===== src/rtl/cmd_frame_parser.sv =====
`default_nettype none
// ============================================================================
// Module   : cmd_frame_parser
// Purpose  : Turns a strobed byte stream into single-cycle register-file and
//            ALU requests, with an inter-byte timeout that aborts stalled frames.
// Revision : 1.0 - initial release
// ============================================================================
module cmd_frame_parser #(
  parameter int DATA_WIDTH = 8,
  parameter int ADDR_WIDTH = 4,
  parameter int TIMEOUT    = 1024
) (
  input  logic                  CLK,
  input  logic                  RST,
  input  logic [DATA_WIDTH-1:0] rx_data,
  input  logic                  rx_valid,
  output logic                  wr_en,
  output logic                  rd_en,
  output logic [ADDR_WIDTH-1:0] addr,
  output logic [DATA_WIDTH-1:0] wr_data,
  output logic                  alu_en,
  output logic [3:0]            alu_fun,
  output logic [DATA_WIDTH-1:0] alu_op_a,
  output logic [DATA_WIDTH-1:0] alu_op_b,
  output logic                  busy,
  output logic                  cmd_err,
  output logic                  frame_err
);

  localparam int                  c_tmo_w    = $clog2(TIMEOUT);
  localparam logic [c_tmo_w-1:0]  c_tmo_last = c_tmo_w'(TIMEOUT - 1);
  localparam logic [c_tmo_w-1:0]  c_tmo_one  = c_tmo_w'(1);
  localparam logic [DATA_WIDTH-1:0] c_cmd_wr     = DATA_WIDTH'(8'hAA);
  localparam logic [DATA_WIDTH-1:0] c_cmd_rd     = DATA_WIDTH'(8'hBB);
  localparam logic [DATA_WIDTH-1:0] c_cmd_alu_op = DATA_WIDTH'(8'hCC);
  localparam logic [DATA_WIDTH-1:0] c_cmd_alu    = DATA_WIDTH'(8'hDD);

  typedef enum logic [2:0] {
    S_IDLE    = 3'd0,
    S_WR_ADDR = 3'd1,
    S_WR_DATA = 3'd2,
    S_RD_ADDR = 3'd3,
    S_ALU_A   = 3'd4,
    S_ALU_B   = 3'd5,
    S_ALU_FUN = 3'd6
  } t_state;

  t_state             r_state;
  logic [c_tmo_w-1:0] r_tmo_cnt;

  always_ff @(posedge CLK or negedge RST) begin
    if (!RST) begin
      r_state   <= S_IDLE;
      r_tmo_cnt <= '0;
      wr_en     <= 1'b0;
      rd_en     <= 1'b0;
      addr      <= '0;
      wr_data   <= '0;
      alu_en    <= 1'b0;
      alu_fun   <= '0;
      alu_op_a  <= '0;
      alu_op_b  <= '0;
      busy      <= 1'b0;
      cmd_err   <= 1'b0;
      frame_err <= 1'b0;
    end else begin
      wr_en     <= 1'b0;
      rd_en     <= 1'b0;
      alu_en    <= 1'b0;
      cmd_err   <= 1'b0;
      frame_err <= 1'b0;

      if (rx_valid) begin
        // An arriving byte always beats a timeout landing on the same cycle.
        r_tmo_cnt <= '0;
        case (r_state)
          S_IDLE: begin
            case (rx_data)
              c_cmd_wr:     begin r_state <= S_WR_ADDR; busy <= 1'b1; end
              c_cmd_rd:     begin r_state <= S_RD_ADDR; busy <= 1'b1; end
              c_cmd_alu_op: begin r_state <= S_ALU_A;   busy <= 1'b1; end
              c_cmd_alu:    begin r_state <= S_ALU_FUN; busy <= 1'b1; end
              default:      cmd_err <= 1'b1;
            endcase
          end
          S_WR_ADDR: begin
            addr    <= rx_data[ADDR_WIDTH-1:0];
            r_state <= S_WR_DATA;
          end
          S_WR_DATA: begin
            wr_data <= rx_data;
            wr_en   <= 1'b1;
            busy    <= 1'b0;
            r_state <= S_IDLE;
          end
          S_RD_ADDR: begin
            addr    <= rx_data[ADDR_WIDTH-1:0];
            rd_en   <= 1'b1;
            busy    <= 1'b0;
            r_state <= S_IDLE;
          end
          S_ALU_A: begin
            alu_op_a <= rx_data;
            r_state  <= S_ALU_B;
          end
          S_ALU_B: begin
            alu_op_b <= rx_data;
            r_state  <= S_ALU_FUN;
          end
          S_ALU_FUN: begin
            alu_fun <= rx_data[3:0];
            alu_en  <= 1'b1;
            busy    <= 1'b0;
            r_state <= S_IDLE;
          end
          default: begin
            busy    <= 1'b0;
            r_state <= S_IDLE;
          end
        endcase
      end else if (r_state != S_IDLE) begin
        if (r_tmo_cnt == c_tmo_last) begin
          r_tmo_cnt <= '0;
          frame_err <= 1'b1;
          busy      <= 1'b0;
          r_state   <= S_IDLE;
        end else begin
          r_tmo_cnt <= r_tmo_cnt + c_tmo_one;
        end
      end else begin
        r_tmo_cnt <= '0;
      end
    end
  end

endmodule
`default_nettype wire


===== config.mk =====
export PLATFORM = sky130hd
export DESIGN_NAME = cmd_frame_parser
export DESIGN_NICKNAME = d
export VERILOG_FILES = /design/src/rtl/cmd_frame_parser.sv
export SDC_FILE = /design/constraint.sdc
export NUM_CORES = 1
export LEC_CHECK = 0
export ABC_AREA = 1
export BUFFER_PORTS_ARGS = -buffer_cell sky130_fd_sc_hd__buf_2
export CAP_MARGIN = 40
export CORE_MARGIN = 2
export CORE_UTILIZATION = 30
export CTS_CLUSTER_DIAMETER = 50
export CTS_CLUSTER_SIZE = 30
export DETAILED_ROUTE_END_ITERATION = 8
export GPL_TIMING_DRIVEN = 0
export MAX_ROUTING_LAYER = met4
export SYNTH_ARGS = -nofsm -noshare
export SYNTH_HDL_FRONTEND = slang
export SYNTH_SLANG_ARGS = --single-unit

===== constraint.sdc =====
create_clock -name CLK -period 1.3 [get_ports CLK]
set_clock_uncertainty 0.15 [all_clocks]
set_input_delay 0.13 -clock CLK [delete_from_list [all_inputs] [get_ports CLK]]
set_output_delay 0.13 -clock CLK [all_outputs]
set_load 0.005 [all_outputs]

==> run_results.csv <==
group,metric,value,unit
finish,final_common_cell,"nand2_1",
grt,antenna_found_initial,0,
finish,fin_area,2970,um2
placed_design,gp_congestion,0.776,
yosys,ys_seq_elements,51,
sta,grt_setup_unrepaired,"yes",
yosys,syn_area_per_cell,9.36,um2
finish,area_delta_synth_final,38.3,%
placed_design,hpwl,3.55,mm
critical_path,critical_path_class,"reg -> reg",
yosys,synth_area_leaders,"dfrtp_1 (60%), nand2_1 (11%), o21ai_0 (4.4%), o21ai_1 (4.0%), nor2_1 (3.2%)",
pwr,total_power,5490,uW
sta,max_freq,676,MHz
yosys,synthCells,229,
finish,final_cell_mix,"nand2_1 (52), dfrtp_1 (50), buf_2 (48)",
yosys,yosys-mux-area-fraction,0,%
floorplanning,start_util,31.2,%
critical_path,end_kind,"flop",
yosys,syn_area,2140,um2
critical_path,worstPathRequired,1.35,ns
clock_tree,cts_max_path_buffers,2,
yosys,yosysTopAreaCellShare,59.5,%
placed_design,dpl_cell_area,2530,um2
clock_tree,cts_root_buf,"clkbuf_8",
detailed_routing,routedWlPerCell,13.1,um
sta,drv_slew,0,
yosys,ys_warn_count,0,
detailed_routing,drtIter0Drc,82,
yosys,ys_types,26,
sta,finalWorstSetupSlack,-0.180,ns
yosys,synth_xor_area_share,2.45,%
placed_design,io_buffers,48,
floorplanning,die-area,7840,um2
yosys,synth_nets,241,
pwr,p_per_area,1850,nW/um2
detailed_routing,finalWirelength,5.28,mm
finish,regArea,1280,um2
clock_tree,cts.htree.levels,2,
detailed_routing,firstDrtPassIters,4,
grt,grt_use_total,14.3,%
finish,fillCellCount,662,
sta,slew_headroom,62.6,%
critical_path,worstPathMaxFanout,4,
critical_path,critPathLaunchType,"flop",
sta,hold_viol_final,0,
grt,grt_pass1_vias,1667,
floorplanning,io_pins,49,
floorplanning,die_w,88.6,um
sta,worst_pin_slew,0.561,ns
yosys,synth_compound_area_share,9.04,%
sta,fin_crit_sh,114,%
finish,drive_gt1_share,38.1,%
flow_run,cap_violations,0,
clock_tree,tritoncts,"yes",
grt,grt_pass1_wl,8.20,mm
clock_tree,path_clk_slew,0.10,ns
floorplanning,row_count,30,
grt,grt_overflow,0,
min_path,hp-class,"in -> reg",
clock_tree,cts.sinks,51,
pwr,p_leak,0.00151,uW
sta,period_minus_slack,1.48,ns
finish,antennaDiodeCount,0,
yosys,ys_seq_area_share,59.5,%
yosys,yosys.area_share.simple,23.1,%
pwr,ir_worst_vdd,0.686,mV
finish,num-nets-final,318,
floorplanning,core,6870,um2
yosys,synth_fa_ha_area_share,0.583,%
outcome,violations,"setup timing",
detailed_routing,drc,0,
detailed_routing,drtAntennaViolNets,0,
clock_tree,clkLatencyLatePin,0.31,ns
floorplanning,die_h,88.6,um
sta,setup_viol,43,
yosys,synth_top_family_by_area,"simple AND/OR/NAND/NOR gates",
clock_tree,cts_made_buffers,5,
detailed_routing,via_count,1785,
yosys,yosysTopAreaCell,"dfrtp_1",
finish,multi_input_area,880,um2
critical_path,crit_arrival,1.53,ns
outcome,status,"complete, but fails checks",
detailed_routing,routed_via_density,4.43,
grt,grt_max_degree,29,
synth_stat cells:
master    number
a31oi_1        1
nand4_1        2
nand2_2        4
nand3_2        2
a22oi_1        1
clkbuf_1       1
nor3_2         2
dfrtp_1       51
nor2_4         2
buf_4          1
buf_2          1
o21ai_0       19
xnor2_1        1
ha_1           1
nand4_2        1
nor2_2         3
nand2_1       61
buf_6          2
nand3_1       10
nor2_1        18
inv_1         17
nor3_1         2
o21ai_1       17
inv_2          3
nor3b_1        1
xor2_1         5
per-layer routing:
metal | track usage, % | routed length (um)
met1 | 19.5 | 2600
met2 | 21.2 | 2460
met3 | 2.89 | 141
met4 | 5.23 | 78
met5 | - | 0
sequential cells by signal, indices dropped and copies added (netlist names), 3 cells and up:
name,cells
alu_op_b,8
r_state,3
addr,4
wr_data,8
r_tmo_cnt,10
alu_fun,4
alu_op_a,8
final cells by class:
| class | count | area share [%] |
|---|---|---|
| Buffer | 5 | 1.65 |
| Clock buffer | 5 | 2.32 |
| Sequential cell | 51 | 43.1 |
| Tap cell | 96 | 4.05 |
| Clock inverter | 3 | 1.56 |
| Timing Repair Buffer | 69 | 15.1 |
| Inverter | 20 | 2.53 |
| Multi-Input combinational cell | 154 | 29.7 |
final timing paths:
path                       depth (start not counted)     endpoint  slack [ns]         start
max                                                8   r_state[0]       -0.18  r_tmo_cnt[1]
min                                                3  alu_op_a[4]        0.02    rx_data[4]
max reg2reg                                        8   r_state[0]       -0.18  r_tmo_cnt[1]
min reg2reg                                        2      addr[1]        0.33       addr[1]
max in group asynchronous                          3      addr[1]        0.26           RST
min in group asynchronous                          2  alu_op_b[4]        0.19           RST
stage by stage:
step	cells	utilization (%)	worst slack, ns	setup TNS, ns	hold slack (ns)
floorplan	229	-	-0.142	-0.844	-0.316
global placement	373	36.6	-0.313	-6.33	0.213
detailed placement	374	36.9	-0.313	-6.11	0.0125
global route	403	43.2	-0.280	-7.50	0.0312
finish	403	43.2	-0.180	-3.70	0.0174
CTS	397	41.3	-0.204	-3.37	0.0163
repair_timing:
item	4_1_cts	5_1_grt
setup endpoints to repair	43	48
hold buffers	6	0
pin swaps	10	7
resized for setup	14	24
gates cloned	1	1
setup buffers	9	5
endpoints found under the hold margin	31	0
worst max-delay path: stages (launching register included):
cell	delay (ns)
dfrtp_1	0.37
ha_2	0.19
nand2_2	0.07
nor2_4	0.12
nand4_1	0.15
nand2_2	0.11
nand2_2	0.08
nand2_1	0.07
o21ai_1	0.06
kinds of logic (layout without fill, tap and decap cells):
kind of cell | Yosys count | count (layout)
AOI/OAI and AO/OA | 38 | 38
xor gates and xnor gates | 6 | 6
adders and majority gates | 1 | 1
buffers and inverters | 25 | 102
DFF | 51 | 51
and+or+nand+nor | 108 | 109
report_power, final:
group	total (uW)	switching (uW)	internal, uW
Clock	1130	552	580
Combinational	1990	1050	941
Sequential	2370	297	2070
No activity file was read; power rests on OpenSTA's default activity.
